--- src/rtl/eth_pkg.sv ---
// Shared definitions for the Ethernet TX/RX framing blocks.
// Holds the framer state encoding, line constants and the FCS byte selector.
package eth_pkg;

  typedef enum logic [2:0] {
    IDLE,
    PRE,
    SFD,
    DATA,
    PAD,
    FCS,
    IFG
  } tx_state_t;

  localparam logic [7:0]  PREAMBLE_BYTE = 8'h55;
  localparam logic [7:0]  SFD_BYTE      = 8'hD5;
  localparam logic [31:0] CRC_INIT      = 32'hFFFF_FFFF;
  localparam logic [31:0] CRC_POLY_REFL = 32'hEDB8_8320;
  localparam logic [31:0] CRC_RESIDUE   = 32'hDEBB_20E3;
  localparam int          PRE_LEN       = 7;
  localparam logic [10:0] BYTE_CNT_MAX  = 11'h7FF;

  // FCS goes out as the inverted CRC, least significant byte first.
  function automatic logic [7:0] fcs_byte(input logic [31:0] crc, input logic [1:0] idx);
    logic [31:0] fcs;
    fcs = ~crc;
    case (idx)
      2'd0:    return fcs[7:0];
      2'd1:    return fcs[15:8];
      2'd2:    return fcs[23:16];
      default: return fcs[31:24];
    endcase
  endfunction

endpackage

--- src/rtl/eth_crc32_d8.sv ---
// One-byte update of the reflected CRC-32 (IEEE 802.3), purely combinational.
// Shared between the TX framer and the RX FCS checker.
module eth_crc32_d8
  import eth_pkg::*;
(
  input  logic [31:0] crc,
  input  logic [7:0]  data,
  output logic [31:0] crc_next
);

  logic [31:0] c;

  always_comb begin
    c = crc ^ {24'h0, data};
    for (int i = 0; i < 8; i++) begin
      c = c[0] ? ((c >> 1) ^ CRC_POLY_REFL) : (c >> 1);
    end
    crc_next = c;
  end

endmodule

--- src/rtl/eth_tx_framer.sv ---
// GMII-style transmit framer: preamble/SFD insertion, min-length padding,
// FCS generation, underrun abort and inter-frame gap timing.
module eth_tx_framer
  import eth_pkg::*;
#(
  parameter int MIN_FRAME = 60,
  parameter int IFG_BYTES = 12
) (
  input  logic       clk,
  input  logic       rst,
  input  logic [7:0] i_data,
  input  logic       i_valid,
  input  logic       i_last,
  output logic       o_ready,
  output logic [7:0] o_tx_data,
  output logic       o_tx_en,
  output logic       o_busy,
  output logic       o_underrun
);

  localparam logic [10:0] MIN_LEN  = 11'(MIN_FRAME);
  localparam logic [2:0]  PRE_LAST = 3'(PRE_LEN - 1);
  // The IDLE cycle that samples i_valid supplies the last idle byte-time.
  localparam logic [7:0]  IFG_LAST = 8'(IFG_BYTES - 2);

  tx_state_t   state;
  logic [2:0]  pre_cnt;
  logic [10:0] byte_cnt;
  logic [10:0] cnt_inc;
  logic [1:0]  fcs_idx;
  logic [7:0]  ifg_cnt;
  logic [31:0] crc;
  logic [31:0] crc_upd;
  logic [7:0]  crc_in;

  assign crc_in  = (state == PAD) ? 8'h00 : i_data;
  assign cnt_inc = (byte_cnt == BYTE_CNT_MAX) ? byte_cnt : byte_cnt + 11'd1;
  assign o_ready = (state == DATA);

  eth_crc32_d8 u_crc (
    .crc      (crc),
    .data     (crc_in),
    .crc_next (crc_upd)
  );

  always_ff @(posedge clk or posedge rst) begin
    if (rst) begin
      state      <= IDLE;
      pre_cnt    <= 3'd0;
      byte_cnt   <= 11'd0;
      fcs_idx    <= 2'd0;
      ifg_cnt    <= 8'd0;
      crc        <= CRC_INIT;
      o_tx_data  <= 8'h00;
      o_tx_en    <= 1'b0;
      o_busy     <= 1'b0;
      o_underrun <= 1'b0;
    end else begin
      o_underrun <= 1'b0;
      case (state)
        IDLE: begin
          o_tx_en   <= 1'b0;
          o_tx_data <= 8'h00;
          if (i_valid) begin
            state    <= PRE;
            o_busy   <= 1'b1;
            pre_cnt  <= 3'd0;
            byte_cnt <= 11'd0;
            crc      <= CRC_INIT;
          end
        end
        PRE: begin
          o_tx_en   <= 1'b1;
          o_tx_data <= PREAMBLE_BYTE;
          if (pre_cnt == PRE_LAST) begin
            state <= SFD;
          end else begin
            pre_cnt <= pre_cnt + 3'd1;
          end
        end
        SFD: begin
          o_tx_en   <= 1'b1;
          o_tx_data <= SFD_BYTE;
          state     <= DATA;
        end
        DATA: begin
          o_tx_en <= 1'b1;
          if (i_valid) begin
            o_tx_data <= i_data;
            crc       <= crc_upd;
            byte_cnt  <= cnt_inc;
            if (i_last) begin
              fcs_idx <= 2'd0;
              state   <= (cnt_inc < MIN_LEN) ? PAD : FCS;
            end
          end else begin
            // Starved mid-frame: first FCS byte goes out now, deliberately corrupted.
            o_tx_data  <= fcs_byte(crc, 2'd0) ^ 8'h01;
            fcs_idx    <= 2'd1;
            o_underrun <= 1'b1;
            state      <= FCS;
          end
        end
        PAD: begin
          o_tx_en   <= 1'b1;
          o_tx_data <= 8'h00;
          crc       <= crc_upd;
          byte_cnt  <= cnt_inc;
          if (cnt_inc >= MIN_LEN) begin
            fcs_idx <= 2'd0;
            state   <= FCS;
          end
        end
        FCS: begin
          o_tx_en   <= 1'b1;
          o_tx_data <= fcs_byte(crc, fcs_idx);
          fcs_idx   <= fcs_idx + 2'd1;
          if (fcs_idx == 2'd3) begin
            ifg_cnt <= 8'd0;
            state   <= IFG;
          end
        end
        IFG: begin
          o_tx_en   <= 1'b0;
          o_tx_data <= 8'h00;
          if (ifg_cnt == IFG_LAST) begin
            state  <= IDLE;
            o_busy <= 1'b0;
          end else begin
            ifg_cnt <= ifg_cnt + 8'd1;
          end
        end
        default: begin
          state     <= IDLE;
          o_tx_en   <= 1'b0;
          o_tx_data <= 8'h00;
          o_busy    <= 1'b0;
        end
      endcase
    end
  end

endmodule

--- config.mk ---
export PLATFORM = sky130hd
export DESIGN_NAME = eth_tx_framer
export DESIGN_NICKNAME = d
export VERILOG_FILES = /design/src/rtl/eth_pkg.sv /design/src/rtl/eth_crc32_d8.sv /design/src/rtl/eth_tx_framer.sv
export SDC_FILE = /design/constraint.sdc
export NUM_CORES = 1
export LEC_CHECK = 0
export BUFFER_PORTS_ARGS = -buffer_cell sky130_fd_sc_hd__buf_2
export CAP_MARGIN = 15
export CORE_UTILIZATION = 45
export DETAILED_ROUTE_END_ITERATION = 10
export MAX_ROUTING_LAYER = met4
export SYNTH_ARGS = -nofsm -noshare
export SYNTH_HDL_FRONTEND = slang
export SYNTH_SLANG_ARGS = --single-unit
--- constraint.sdc ---
create_clock -name clk -period 2.6 [get_ports clk]
set_input_delay 0.52 -clock clk [delete_from_list [all_inputs] [get_ports clk]]
set_output_delay 0.52 -clock clk [all_outputs]
set_load 0.01 [all_outputs]
======== Word-level counts from Yosys, hierarchy flattened ========
Index checks and enable logic that the tools add are counted.
cells by class
  bitwise gates (word level) .............. 12
  $mul .................................... 0
  reductions and logical operators ........ 13
  add/subtract/negate cells ............... 4
  divide/modulo/power cells ............... 0
  shift-type cells ........................ 0
  mux-type cells .......................... 46
  order comparisons ....................... 2
  equality and inequality tests ........... 21
operators by type and width
  operator                                                             count
  2-to-1 mux 32 bit                                                    10
  NOT 13 -> 14 bit                                                     8
  case mux 32 bit (3 select lines)                                     1
  2-to-1 mux 8 bit                                                     6
  2-to-1 mux 11 bit                                                    3
  case mux 11 bit (3 select lines)                                     1
  NOT 32 bit                                                           1
  case mux 8 bit (4 select lines)                                      1
  XOR 32 x 8 -> 32 bit                                                 1
  2-to-1 mux 3 bit                                                     9
  case mux 8 bit (3 select lines)                                      1
  case mux 3 bit (7 select lines)                                      1
  case mux 8 bit (2 select lines)                                      1
  AND reduction 3 bit                                                  5
  != test 2 bit (second input constant)                                7
  equality test 3 bit (second input constant)                          4
  adder 11 x 1 -> 11 bit (second input constant)                       1
  equality test 11 bit (second input constant)                         1
  greater-or-equal comparator 11 x 6 -> 1 bit (second input constant)  1
  < comparator 11 x 6 -> 1 bit (second input constant)                 1
  adder 8 x 1 -> 8 bit (second input constant)                         1
  equality test 8 x 4 -> 1 bit (second input constant)                 1
  equality test 3 x 2 -> 1 bit (second input constant)                 2
  2-to-1 mux 1 bit                                                     6
  other kinds (18)                                                     24
storage, ports and cells
  output and inout bits ................... 12
  memories kept ........................... 0
  RAM bits ................................ 0
  memory bits (read-only) ................. 0
  logic and storage cells ................. 108
  register bits ........................... 70
  bits in latches ......................... 0
  bits of input ports ..................... 12

======== Depth between registers and ports, before layout ========
  depth after elaboration ................. 21
  gate-level depth with buffers ........... 11
  depth with buffers taken out ............ 9

======== By module ========
Synthesis repeated with hierarchy kept, for this count alone.
second synthesis, totals
  cell total of the unflattened synthesis .. 418
  area, all modules ....................... 4,461.8 µm²
modules (own cells, without submodules)
  module         instances  area an instance (µm²)  sequential area each (µm²)  cells an instance
  eth_tx_framer  1          3,613.5                 1,791.7                     347
  eth_crc32_d8   1          848.3                   0.0                         71

======== Worst setup path before layout ========
Ideal clock, no wire load.
  kind .................................... register to register
  start ................................... register state[1]
  end ..................................... register crc[19]
  period minus slack after synthesis ...... 2,102 ps
  stages on the path, launching flop included .. 9
  path slack .............................. 498 ps
  path buffers ............................ 2
  arrival ................................. 2,029 ps
  cell sequence ........................... dfrtp_1 buf_6 or3b_1 buf_6 nand2_8 xor2_4 xor2_4 xnor3_1 a21oi_1
on the way
  cells in the longest elaborated chain, start to end .. 18
ends and longest elaborated chain
  what                               line                                      source
  start: declaration                 eth_tx_framer.sv:26                       tx_state_t state;
  start signal: assignment           eth_tx_framer.sv:94                       state <= (cnt_inc < MIN_LEN) ? PAD : FCS;
  equality test 3 bit                eth_tx_framer.sv:36, eth_tx_framer.sv:60
  2-to-1 mux 8 bit                   eth_tx_framer.sv:36                       assign crc_in = (state == PAD) ? 8'h00 : i_data;
  XOR 32 x 8 -> 32 bit               eth_crc32_d8.sv:14                        c = crc ^ {24'h0, data};
  2-to-1 mux 32 bit (2 in series)    eth_crc32_d8.sv:16                        c = c[0] ? ((c >> 1) ^ CRC_POLY_REFL) : (c >> 1);
  NOT 13 -> 14 bit (no source line)  --
  2-to-1 mux 32 bit                  eth_crc32_d8.sv:16
  NOT 13 -> 14 bit (no source line)  --
  2-to-1 mux 32 bit (2 in series)    eth_crc32_d8.sv:16
  NOT 13 -> 14 bit (no source line)  --
  2-to-1 mux 32 bit                  eth_crc32_d8.sv:16
  NOT 13 -> 14 bit (no source line)  --
  2-to-1 mux 32 bit                  eth_crc32_d8.sv:16
  NOT 13 -> 14 bit (no source line)  --
  2-to-1 mux 32 bit                  eth_crc32_d8.sv:16
  2-to-1 mux 32 bit                  eth_tx_framer.sv:88                       if (i_valid) begin
  case mux 32 bit (3 select lines)   eth_tx_framer.sv:60                       case (state)
  end signal: assignment             eth_tx_framer.sv:90                       crc <= crc_upd;
  end signal: assignment             eth_tx_framer.sv:107                      crc <= crc_upd;
  end: declaration                   eth_tx_framer.sv:32                       logic [31:0] crc;
Parallel ways exist; a longest one is shown, timed or not. The select of a mux whose other input is x is not followed.
A chain may end at the register's enable or synchronous reset.

======== Worst setup path in the final report ========
  start ................................... register state[1]
  end ..................................... register byte_cnt[2]
on the way
  cells in the longest elaborated chain, start to end .. 3
ends and longest elaborated chain
  what                                                                  line                  source
  equality test 3 x 2 -> 1 bit, or another cell as far along            eth_tx_framer.sv:60
  != test 2 bit (no source line) or nonzero test 3 bit (tied branches)  --
  AND reduction 3 bit (no source line)                                  --
  end signal: assignment                                                eth_tx_framer.sv:91   byte_cnt <= cnt_inc;
  end signal: assignment                                                eth_tx_framer.sv:108  byte_cnt <= cnt_inc;
  end: declaration                                                      eth_tx_framer.sv:28   logic [10:0] byte_cnt;
Parallel ways exist; a longest one is shown, timed or not.

==> impl_metrics.tcl <==
set metrics [dict create \
    synth_xor_area_share_pct 19.4 \
    drv_slew 0 \
    synth_top_family_by_area "XOR/XNOR gates" \
    grt_first_pass_wirelength_um 18000 \
    stdcell_count 658 \
    die-area_mm2 0.0105 \
    period_share_pct 92.3 \
    syn_inst 496 \
    synth_ff_type "dfrtp_1" \
    setup_ws_ns 0.199 \
    row_count 36 \
    placed_area_mm2 0.00487 \
    powerDensity_mw_per_mm2 1650 \
    dieHeight_um 102 \
    post-cts-setup-buffers 0 \
    synthArstFlopShare_pct 100 \
    grt_use_total_pct 23.3 \
    finalClockSkew_ns 0.00765 \
    drc 0 \
    critPathKind "reg -> reg" \
    grt_overflow 0 \
    clock-sinks 70 \
    rsz0062_at_grt "false" \
    fin_util_pct 51.5 \
    max_cap_viol_count 0 \
    synthesis.area_mm2 0.00453 \
    yosys-mux-area-fraction_pct 0 \
    yosysMostFrequentCell "nor2_1" \
    power.leakage_nw 2.07 \
    synth_edf_count 0 \
    area_growth_pct 11.3 \
    status "completed" \
    cp.required_ns 2.82 \
    cts_root_buffer "clkbuf_8" \
    wl_um 11000 \
    place_inst 642 \
    drt_iter0_drc 123 \
    cts_buffers 9 \
    worstSetupEndpointType "flip-flop" \
    drive_gt1_share_pct 18.7 \
    yosys.area_share.simple_pct 15.8 \
    portBuffers 23 \
    synthTopCellsByArea "dfrtp_1, dfstp_2, xnor2_1" \
    fmax_mhz 417 \
    final_hold_viol_count 0 \
    tritoncts "done" \
    first_pass_iters 4 \
    ir_drop_mv 0.561 \
    synth.distinct_cells 53 \
    hp-class "in -> async" \
    core_area_mm2 0.00977 \
    yosysTopAreaCell "dfrtp_1" \
    start_util_pct 46.3 \
    via_per_inst 5.55 \
    slew-limit-headroom_pct 54.2 \
    dp_hpwl_um 7680 \
    p_total_mw 8.31 \
    post_cts_resized 0 \
    syn-num-nets 517 \
    setup_viol 0 \
    syn_area_per_cell_um2 9.12 \
    final_area_mm2 0.00504 \
    ys_ff_latch 70 \
    period_minus_slack_ns 2.40 \
    wl_per_cell_um 16.7 \
    grt_max_degree 71 \
    clk_pin_slew_ns 0.08 \
    synth-compound-area-share_pct 18.7 \
    die_w_um 102 \
    pre_cts_slack_ns 0.231 \
    whs_ns 0.248 \
    cp.arrival_ns 2.62 \
    yosysWarnings 0 \
    tightest_slew_ns 0.687 \
    antenna_found_initial 0 \
    worst-path-max-fanout 16 \
    first_global_vias 3530 \
    yosysSeqAreaShare_pct 39.6 \
    num_vias 3649 \
    synthAdderAreaFrac_pct 2.49 \
    cts_hold_buf 0 \
    gp_congestion 0.853 \
    ant_nets 0 \
    antenna_cells 0 \
    h-tree-depth 3 \
    synthDominantCellAreaShare_pct 21.0 \
    nets 541 \
    synthTopCellsByCount "nor2_1, a21oi_1, xnor2_1" \
    ioPinCount 24 \
    clock_latency_ns 0.35 \
    start_kind "flip-flop" \
    clockBufferDepth 2 \
    tns_ns 0 \
    fill_cells 922 \
]
==> cell usage in the layout, fill, tap and decap left out, types with 5 or more instances in the layout <==
cell type  netlist  layout
ha_1             9       9
a211oi_1         6       6
xnor2_1         50      50
clkbuf_8         0      11
nor3_1           7       7
o31ai_1          6       5
a21oi_1         50      50
inv_1           12      11
and3_1           5       5
o21ai_0         32      32
dfrtp_1         38      38
o22ai_1          9       9
nor2b_1         11      11
nor2_1          54      54
xor2_1          27      27
o22a_1           6       6
o311ai_0         7       7
buf_4            1      19
nand2_1         44      44
buf_2            2      23
a31oi_1          5       5
nand3_1         10      10
dfstp_2         32      32
==> worst max-delay path, cell delays in order (launching register included) <==
cell     delay [ns]
dfrtp_1        0.43
buf_4          0.21
inv_1          0.11
nor2_1         0.07
nand2_1        0.20
inv_1          0.15
a21oi_1        0.59
buf_4          0.23
a21oi_1        0.04
o21ai_0        0.14
o21ai_0        0.10
==> report_power, final <==
group          internal, mW  switching (mW)
clock network         0.397           0.406
registers              1.68           0.441
logic                  2.52            2.87
total                  4.60            3.72
==> layout make-up <==
type / instances / area, um^2 / area share (%)
Clock buffer: 14 / 163 / 3.23
Clock inverter: 2 / 10.0 / 0.199
Inverter: 12 / 45.0 / 0.894
Multi-Input combinational cell: 383 / 2560 / 50.9
Sequential cell: 70 / 1790 / 35.6
Tap cell: 133 / 166 / 3.30
Timing Repair Buffer: 44 / 298 / 5.91
==> routing by layer <==
layer,track usage (%),wire length (um)
met1,31.3,5250
met2,36.6,5190
met3,3.90,398
met4,5.93,131
met5,-,0
==> cell families (layout without fill, tap and decap cells) <==
kind of cell	after synthesis	in the layout
AOI/OAI and AO/OA	138	138
xor gates and xnor gates	86	86
adders and majority gates	9	9
buffers and inverters	43	72
DFF	70	70
and+or+nand+nor	150	150
==> path summary, 6_finish.rpt <==
check / startpoint / to / slack [ns] / cells after the start
worst max-delay path: state[1] / byte_cnt[2] / 0.20 / 10
worst min-delay path: rst / o_underrun / 0.25 / 3
worst max register to register: state[1] / byte_cnt[2] / 0.20 / 10
worst min register to register: ifg_cnt[6] / ifg_cnt[6] / 0.51 / 1
max in group asynchronous: rst / crc[29] / 2.01 / 3
min in group clk: ifg_cnt[6] / ifg_cnt[6] / 0.51 / 1
==> sequential cells by signal, summed over array words and instances (netlist names) <==
register    flops
crc            32
pre_cnt         3
state           3
o_tx_data       8
o_busy          1
ifg_cnt         8
o_underrun      1
byte_cnt       11
o_tx_en         1
fcs_idx         2
Power figures use the tool's default switching activity.
